===== src/rtl/multicycle_controller_if.sv =====
// Controller <-> datapath/memory bundle: opcode and memory handshake in,
// datapath controls and status out.
interface multicycle_controller_if;
    logic [5:0]  op;
    logic        mem_ready;
    logic        pc_write;
    logic        pc_write_cond;
    logic        i_or_d;
    logic        mem_read;
    logic        mem_write;
    logic        ir_write;
    logic        mem_to_reg;
    logic        reg_dst;
    logic        reg_write;
    logic        alu_src_a;
    logic [1:0]  alu_src_b;
    logic [1:0]  alu_op;
    logic [1:0]  pc_source;
    logic [3:0]  state;
    logic        error;
    logic [15:0] instr_count;

    modport master (
        input  op, mem_ready,
        output pc_write, pc_write_cond, i_or_d, mem_read, mem_write, ir_write,
               mem_to_reg, reg_dst, reg_write, alu_src_a, alu_src_b, alu_op,
               pc_source, state, error, instr_count
    );

    modport slave (
        output op, mem_ready,
        input  pc_write, pc_write_cond, i_or_d, mem_read, mem_write, ir_write,
               mem_to_reg, reg_dst, reg_write, alu_src_a, alu_src_b, alu_op,
               pc_source, state, error, instr_count
    );
endinterface


===== src/rtl/multicycle_controller.sv =====
// Moore control FSM for a multicycle MIPS-style datapath (R, LW, SW, BEQ, J)
// with memory wait states, a wait-state watchdog and a fetch counter.
module multicycle_controller #(
    parameter int unsigned TIMEOUT = 15
) (
    input  logic                      clock,
    input  logic                      reset_n,
    multicycle_controller_if.master   bus
);
    typedef enum logic [3:0] {
        FETCH     = 4'd0,
        DECODE    = 4'd1,
        MEM_ADDR  = 4'd2,
        MEM_READ  = 4'd3,
        MEM_WB    = 4'd4,
        MEM_WRITE = 4'd5,
        EXECUTE   = 4'd6,
        R_WB      = 4'd7,
        BRANCH    = 4'd8,
        JUMP      = 4'd9,
        ERROR     = 4'd15
    } state_t;

    localparam logic [5:0] OP_RTYPE = 6'b000000;
    localparam logic [5:0] OP_LW    = 6'b100011;
    localparam logic [5:0] OP_SW    = 6'b101011;
    localparam logic [5:0] OP_BEQ   = 6'b000100;
    localparam logic [5:0] OP_J     = 6'b000010;
    localparam logic [3:0] TIMEOUT_CODE = 4'(TIMEOUT);

    state_t      state_reg, state_next;
    logic [5:0]  op_reg;
    logic [3:0]  wait_reg, wait_next;
    logic [15:0] count_reg;
    logic        in_wait;
    logic        timed_out;

    assign in_wait   = (state_reg == FETCH) || (state_reg == MEM_READ) || (state_reg == MEM_WRITE);
    assign timed_out = (TIMEOUT != 0) && (wait_reg == TIMEOUT_CODE);

    always_ff @(posedge clock or negedge reset_n) begin
        if (!reset_n) begin
            state_reg <= FETCH;
            op_reg    <= 6'd0;
            wait_reg  <= 4'd0;
            count_reg <= 16'd0;
        end else begin
            state_reg <= state_next;
            wait_reg  <= wait_next;
            if (state_reg == DECODE)
                op_reg <= bus.op;
            if (state_reg == FETCH && state_next == DECODE)
                count_reg <= count_reg + 16'd1;
        end
    end

    // mem_ready wins over the watchdog in every wait state
    always_comb begin
        state_next = state_reg;
        case (state_reg)
            FETCH: begin
                if (bus.mem_ready)  state_next = DECODE;
                else if (timed_out) state_next = ERROR;
            end
            DECODE: begin
                case (bus.op)
                    OP_RTYPE:     state_next = EXECUTE;
                    OP_LW, OP_SW: state_next = MEM_ADDR;
                    OP_BEQ:       state_next = BRANCH;
                    OP_J:         state_next = JUMP;
                    default:      state_next = ERROR;
                endcase
            end
            MEM_ADDR: begin
                if (op_reg == OP_LW)      state_next = MEM_READ;
                else if (op_reg == OP_SW) state_next = MEM_WRITE;
                else                      state_next = ERROR;
            end
            MEM_READ: begin
                if (bus.mem_ready)  state_next = MEM_WB;
                else if (timed_out) state_next = ERROR;
            end
            MEM_WRITE: begin
                if (bus.mem_ready)  state_next = FETCH;
                else if (timed_out) state_next = ERROR;
            end
            MEM_WB, R_WB, BRANCH, JUMP: state_next = FETCH;
            EXECUTE:                    state_next = R_WB;
            ERROR:                      state_next = ERROR;
            default:                    state_next = ERROR;
        endcase
    end

    // Count only while sitting in the same wait state; any exit or ready clears it
    always_comb begin
        wait_next = 4'd0;
        if (in_wait && !bus.mem_ready && state_next == state_reg)
            wait_next = 4'(wait_reg + 4'd1);
    end

    always_comb begin
        bus.pc_write      = 1'b0;
        bus.pc_write_cond = 1'b0;
        bus.i_or_d        = 1'b0;
        bus.mem_read      = 1'b0;
        bus.mem_write     = 1'b0;
        bus.ir_write      = 1'b0;
        bus.mem_to_reg    = 1'b0;
        bus.reg_dst       = 1'b0;
        bus.reg_write     = 1'b0;
        bus.alu_src_a     = 1'b0;
        bus.alu_src_b     = 2'b00;
        bus.alu_op        = 2'b00;
        bus.pc_source     = 2'b00;
        case (state_reg)
            FETCH: begin
                bus.mem_read  = 1'b1;
                bus.alu_src_b = 2'b01;
                // write enables stay low while reset is held
                bus.ir_write  = bus.mem_ready && reset_n;
                bus.pc_write  = bus.mem_ready && reset_n;
            end
            DECODE:   bus.alu_src_b = 2'b11;
            MEM_ADDR: begin
                bus.alu_src_a = 1'b1;
                bus.alu_src_b = 2'b10;
            end
            MEM_READ: begin
                bus.mem_read = 1'b1;
                bus.i_or_d   = 1'b1;
            end
            MEM_WB: begin
                bus.reg_write  = 1'b1;
                bus.mem_to_reg = 1'b1;
            end
            MEM_WRITE: begin
                bus.mem_write = 1'b1;
                bus.i_or_d    = 1'b1;
            end
            EXECUTE: begin
                bus.alu_src_a = 1'b1;
                bus.alu_op    = 2'b10;
            end
            R_WB: begin
                bus.reg_dst   = 1'b1;
                bus.reg_write = 1'b1;
            end
            BRANCH: begin
                bus.alu_src_a     = 1'b1;
                bus.alu_op        = 2'b01;
                bus.pc_write_cond = 1'b1;
                bus.pc_source     = 2'b01;
            end
            JUMP: begin
                bus.pc_write  = 1'b1;
                bus.pc_source = 2'b10;
            end
            default: ;
        endcase
    end

    assign bus.state       = state_reg;
    assign bus.error       = (state_reg == ERROR);
    assign bus.instr_count = count_reg;
endmodule


===== src/flat_wrapper.sv =====
// flat-port wrapper written by rule: the top's interface ports become plain ports
module multicycle_controller_flat 
#(
    parameter int unsigned TIMEOUT = 15
)
  (clock, reset_n, bus_op, bus_mem_ready, bus_pc_write, bus_pc_write_cond, bus_i_or_d, bus_mem_read, bus_mem_write, bus_ir_write, bus_mem_to_reg, bus_reg_dst, bus_reg_write, bus_alu_src_a, bus_alu_src_b, bus_alu_op, bus_pc_source, bus_state, bus_error, bus_instr_count);
  multicycle_controller_if bus_i ();
  input  logic clock;
  input  logic reset_n;
  input wire logic [$bits(bus_i.op)-1:0] bus_op;
  input wire logic [$bits(bus_i.mem_ready)-1:0] bus_mem_ready;
  output wire logic [$bits(bus_i.pc_write)-1:0] bus_pc_write;
  output wire logic [$bits(bus_i.pc_write_cond)-1:0] bus_pc_write_cond;
  output wire logic [$bits(bus_i.i_or_d)-1:0] bus_i_or_d;
  output wire logic [$bits(bus_i.mem_read)-1:0] bus_mem_read;
  output wire logic [$bits(bus_i.mem_write)-1:0] bus_mem_write;
  output wire logic [$bits(bus_i.ir_write)-1:0] bus_ir_write;
  output wire logic [$bits(bus_i.mem_to_reg)-1:0] bus_mem_to_reg;
  output wire logic [$bits(bus_i.reg_dst)-1:0] bus_reg_dst;
  output wire logic [$bits(bus_i.reg_write)-1:0] bus_reg_write;
  output wire logic [$bits(bus_i.alu_src_a)-1:0] bus_alu_src_a;
  output wire logic [$bits(bus_i.alu_src_b)-1:0] bus_alu_src_b;
  output wire logic [$bits(bus_i.alu_op)-1:0] bus_alu_op;
  output wire logic [$bits(bus_i.pc_source)-1:0] bus_pc_source;
  output wire logic [$bits(bus_i.state)-1:0] bus_state;
  output wire logic [$bits(bus_i.error)-1:0] bus_error;
  output wire logic [$bits(bus_i.instr_count)-1:0] bus_instr_count;
  assign bus_i.op = bus_op;
  assign bus_i.mem_ready = bus_mem_ready;
  assign bus_pc_write = bus_i.pc_write;
  assign bus_pc_write_cond = bus_i.pc_write_cond;
  assign bus_i_or_d = bus_i.i_or_d;
  assign bus_mem_read = bus_i.mem_read;
  assign bus_mem_write = bus_i.mem_write;
  assign bus_ir_write = bus_i.ir_write;
  assign bus_mem_to_reg = bus_i.mem_to_reg;
  assign bus_reg_dst = bus_i.reg_dst;
  assign bus_reg_write = bus_i.reg_write;
  assign bus_alu_src_a = bus_i.alu_src_a;
  assign bus_alu_src_b = bus_i.alu_src_b;
  assign bus_alu_op = bus_i.alu_op;
  assign bus_pc_source = bus_i.pc_source;
  assign bus_state = bus_i.state;
  assign bus_error = bus_i.error;
  assign bus_instr_count = bus_i.instr_count;
  multicycle_controller #(.TIMEOUT(TIMEOUT)) u_core (.clock(clock), .reset_n(reset_n), .bus(bus_i));
endmodule

===== config.mk =====
export PLATFORM = sky130hd
export DESIGN_NAME = multicycle_controller_flat
export DESIGN_NICKNAME = d
export VERILOG_FILES = /design/src/rtl/multicycle_controller_if.sv /design/src/rtl/multicycle_controller.sv /design/src/flat_wrapper.sv
export SDC_FILE = /design/constraint.sdc
export NUM_CORES = 1
export LEC_CHECK = 0
export BUFFER_PORTS_ARGS = -buffer_cell sky130_fd_sc_hd__buf_2
export CAP_MARGIN = 20
export CORE_MARGIN = 5
export CORE_UTILIZATION = 52
export DETAILED_ROUTE_END_ITERATION = 10
export GPL_TIMING_DRIVEN = 1
export PLACE_DENSITY = 0.79
export SLEW_MARGIN = 30
export SYNTH_ARGS = -nofsm -noshare
export SYNTH_HDL_FRONTEND = slang
export SYNTH_SLANG_ARGS = --single-unit

===== constraint.sdc =====
create_clock -name clock -period 2.6 [get_ports clock]
set_clock_uncertainty 0.2 [all_clocks]
set_input_delay 0.13 -clock clock [delete_from_list [all_inputs] [get_ports clock]]
set_output_delay 0.13 -clock clock [all_outputs]
set_load 0.1 [all_outputs]

# == Word-level counts from Yosys, hierarchy flattened ==
# Index checks and enable logic that the tools add are counted.
# classes
n_reduce_logical,15
n_mul,0
n_eq_ne,19
magnitude_cmp,0
shifts,0
div,0
mux,22
bitwise_logic,0
addsub,2
# ops
op,count
$mux 4,7
$pmux 4 s7,1
$eq 6x6->1 const B,4
$add 16x1->16 const B,1
$eq 4x3->1 const B,4
$eq 4x4->1 const B,4
$pmux 4 s4,1
$mux 1,9
$eq 4x1->1 const B,2
$eq 4x2->1 const B,2
$pmux 2 s2,2
$reduce_or 2->1,4
$eq 6x2->1 const B,1
$eq 6x3->1 const B,1
$logic_not 6->1,1
$pmux 2 s3,1
$add 4x1->4 const B,1
$eq 4x4->1,1
$logic_and 1x1->1,4
$logic_not 4->1,1
$reduce_or 4->1,1
$reduce_or 3->1,1
$logic_or 1x1->1,2
$pmux 1 s2,1
$logic_not 1->1,1
# totals
mem_count,0
latch_bits,0
mem_bits_ro,0
mem_bits_rw,0
in_bits,9
regBits,30

# == Logic depth before layout (Yosys ltp) ==
# logic_depth
ltp_word,7
ltp_mapped,6

# == Worst setup path before layout ==
# OpenSTA, ideal clock, no wires.
# synth_timing
path_type,register to output
from,"reg u_core.state_reg[3], in the netlist u_core.bus.state[3]"
to,out bus_pc_write
stages_incl_launch_ff,6
t_arrival_ns,3.778
setup_slack_ns,-1.508
cell_sequence,dfrtp_1 -> buf_2 -> buf_1 -> nand2_1 -> nor2_1 -> or2_1
# synth_via
elab_chain_cells,2
elab_cells_between_ends,3
classes_between,eq/ne: 1; mux: 1; reduce/logical: 1
# synth_rtl
item,line,rtl
from (decl),multicycle_controller.sv:31,"state_t state_reg, state_next;"
from (signal assigned),multicycle_controller.sv:48,state_reg <= state_next;
$eq 4x4->1 or $logic_not 4->1 (tied branches),multicycle_controller.sv:115,case (state_reg)
$pmux 1 s2 *,multicycle_controller.sv:115,
to (decl),flat_wrapper.sv:12,output wire logic [$bits(bus_i.pc_write)-1:0] bus_pc_write;
# Mark *: on every way between the ends. The rest lies on a longest branch, timed or not.

# == Worst setup path after layout ==
# layout_timing
from,"reg u_core.state_reg[2], in the netlist u_core.bus.state[2]"
to,out bus_ir_write
# layout_via
elab_chain_cells,2
# layout_rtl
item,line,rtl
$logic_not 4->1,multicycle_controller.sv:115,
$mux 1,multicycle_controller.sv:115,
to (decl),flat_wrapper.sv:17,output wire logic [$bits(bus_i.ir_write)-1:0] bus_ir_write;
# No other way between the ends.

==> results by group <==
Timing
  • Max_slew headroom: 0.672
  • Slew Viols, Final: 0
  • Worst-case hold slack: 78.2 ps
  • Worst slew pin tran: 496 ps
  • Ratio of final minimum period to clock period: 0.906
  • Final critical delay including setup and external delays: 2360 ps
  • Endpoints failing setup: 0
  • Hold Vio Cnt, Final: 0
  • Highest attainable clock frequency: 424 MHz
  • RSZ-0062 raised after global routing: no

Layout
  • Most frequent cells in the layout: buf_2 (44), nand2_1 (29), dfrtp_1 (26)
  • Share of post-route cells with drive strength above 1: 0.333
  • Number of flip-flops in the largest register: 16
  • Final design instance area without fill: 2220 µm²
  • Most common cell after layout, fill and taps aside: buf_2
  • Fillers: 280
  • Final core area utilization: 0.677
  • Antenna diode count: 0
  • Synth-to-layout area growth: 28.9%
  • Count of nets after finishing: 256

Synth
  • Count of flip-flops with a built-in enable after synthesis: 0
  • Post-synthesis share of cell area spent on and, or, nand and nor gates: 0.297
  • Proportion of synthesized flip-flops having asynchronous set or reset: 1.00
  • Compound-cell area share of the yosys netlist: 0.0921
  • Number of nets produced by synthesis: 205
  • Adder and majority cell fraction of the synthesized area: 0.0145
  • Post-synthesis cell type count: 43
  • Post-Syn Instances: 194
  • Most area-hungry cell type in the Yosys netlist: dfrtp_1
  • Post-synthesis instance area: 1730 µm²
  • Cells taking the most area after synthesis: dfrtp_1 (44%), nand2_1 (6.3%), xnor2_1 (5.6%), xor2_1 (5.1%), nor2_1 (3.7%)
  • Synth Warn #: 0
  • Yosys reg bits: 30
  • Multiplexer share of the synthesized area: 0.0131
  • Top flip-flop cell by instance count after synthesis: dfrtp_1
  • Xor-xnor portion of the synthesized cell area: 0.107
  • Area share of the largest cell type after synthesis: 0.435
  • Average size of a mapped cell: 8.89 µm²
  • Largest family of logic cells by synthesized area: simple AND/OR/NAND/NOR gates
  • Sequential cell area fraction in the yosys report: 0.435

Clock network
  • Clock insertion delay at the later pin of the skew report: 320 ps
  • CTS HTree Levels: 2
  • CTS tree: done
  • Max clock buf depth: 2
  • CTS root buf: clkbuf_4
  • Clock edge transition at the registers on the reported setup and hold paths: 90 ps
  • Clock buffer count from CTS: 5
  • Num Clock Sinks: 30

Floorplan
  • Die X-Extent: 67.6 µm
  • Area of the core region: 3280 µm²
  • Row count: 21
  • Effective utilization at floorplan: 0.525
  • I/O pin cnt: 46
  • DIE AREA: 4570 µm²
  • Vertical die dimension: 67.6 µm

Worst setup path
  • Worst path top cell family by delay: simple AND/OR/NAND/NOR gates
  • Kind of critical path: flip-flop to output pin
  • Critical Path Source Type: flip-flop
  • Largest stage delay, worst path: 620 ps
  • Bufs and invs on worst path: 1
  • CP max stage cell: dfrtp_4
  • Maximum fanout encountered on the critical timing path: 23
  • Ordered list of cells on the worst path: nor4_4 -> and3_2 -> buf_2
  • Required time of the critical path: 2270 ps
  • Critical path capture point type: output pin
  • CP arrival: 2030 ps

Drt
  • Highest routing layer actually used: met4
  • Detailed Routing Iterations Pass 1: 4
  • Total met3 wirelength after detailed routing: 265 µm
  • Routed length on met1: 1.75 mm
  • WL met2: 1.75 mm
  • Via count: 1,528
  • Routed Antenna Nets: 0
  • First DRT Iteration DRCs: 84
  • Remaining design rule violation count: 0
  • Via/cell ratio: 5.23
  • Total Wirelength: 3.85 mm
  • Final routed wire length divided by cell count: 13.2 µm

Pwr
  • Leakage power figure: 0.00104 µW
  • Power density of the placed cells: 376 nW/µm²
  • IR drop worst, VDD: 0.263 mV
  • Total power after layout: 836 µW

Global route
  • GR Overflow Total: 0
  • Overall fraction of global-route tracks in use: 0.190
  • Largest net degree at the start of global routing: 31
  • Vias in the first global route: 1,416
  • Global-route wire length before repair: 6.49 mm
  • Antenna violations before repair: 0

Placement
  • Final Wtd Congestion: 0.749
  • HPWL after DPL: 2.72 mm
  • Buffers added on ports: 45
  • Placement Cell Area: 2090 µm²

Status
  • Result of the run: finished clean

Job
  • MaxCap Viol Count: 0

Hold path
  • Class of the tightest hold or removal check: input port to flip-flop
final timing paths:
kind,to,cells past startpoint,slack [ps],from
min reg2reg,u_core.wait_reg[0]$_DFF_PN0_,1,270,u_core.wait_reg[0]$_DFF_PN0_
min,u_core.bus.state[1]$_DFF_PN0_,4,80,bus_mem_ready
max reg2reg,u_core.bus.instr_count[10]$_DFFE_PN0P_,4,420,u_core.bus.state[2]$_DFF_PN0_
max,bus_ir_write,3,240,u_core.bus.state[2]$_DFF_PN0_
min in group asynchronous,u_core.bus.instr_count[14]$_DFFE_PN0P_,3,160,reset_n
max in group asynchronous,u_core.bus.state[2]$_DFF_PN0_,3,1720,reset_n
stage by stage:
| step | cells | setup WS, ps | setup TNS (ps) |
|---|---|---|---|
| after detailed placement | 277 | 438 | 0 |
| final | 292 | 243 | 0 |
| after floorplan | 194 | -83.9 | -83.9 |
| after global routing | 292 | 66.6 | 0 |
| after CTS | 292 | 124 | 0 |
| after global placement | 277 | 517 | 0 |
synth_stat cells, types with 3 or more instances:
library cell  number
o21ai_1            5
nor2_1            17
o21ai_0            4
nand4_1            4
buf_1              3
xor2_1            10
nor2b_1            3
nor4_1             5
inv_1              6
nand3_1            8
nor3_1             9
clkbuf_1           3
xnor2_1           11
a21oi_1            4
buf_2              3
nand2_1           29
dfrtp_1           30
or3_1              3
and3_1             4
layer usage:
metal | vias up | global-route usage
li1 | 769 | -
met1 | 701 | 0.248
met2 | 53 | 0.293
met3 | 5 | 0.0449
met4 | 0 | 0.0911
met5 | - | 0
kinds of logic (layout without fill, tap and decap cells):
kind of cell	after synthesis	in the layout
mux	2	2
simple gates	97	97
flops	30	30
compound gates	25	25
xor+xnor	21	21
fa+ha+maj	2	2
buf+inv	17	69
layout make-up:
class                           instances  area (µm²)  share of cell area
Multi-Input combinational cell        147        1000               0.451
Timing Repair Buffer                   54         313               0.141
Tap cell                               46        57.6              0.0259
Inverter                                7        26.3              0.0118
Clock inverter                          1        5.00             0.00225
Clock buffer                            7        55.1              0.0248
Sequential cell                        30         763               0.343
power by group:
group          internal (µW)  switching, µW  leakage [µW]
clock                    131            156     0.0000353
sequential               468           7.18      0.000352
combinational           23.7           50.6      0.000653
total                    622            214       0.00104
tightest hold or removal path, stage by stage:
cell       delay [ps]
buf_2             170
nor2_1            110
nand2_1            60
nand4bb_1         100
timing repair:
action / 4_1_cts / 5_1_grt
hold buffers: 7 / 0
endpoints found under the hold margin: 38 / 0
setup buffers: 0 / 0
setup endpoints to repair: 0 / 1
resized for setup: 0 / 1
Note: power is estimated with default switching activity, not from simulation.
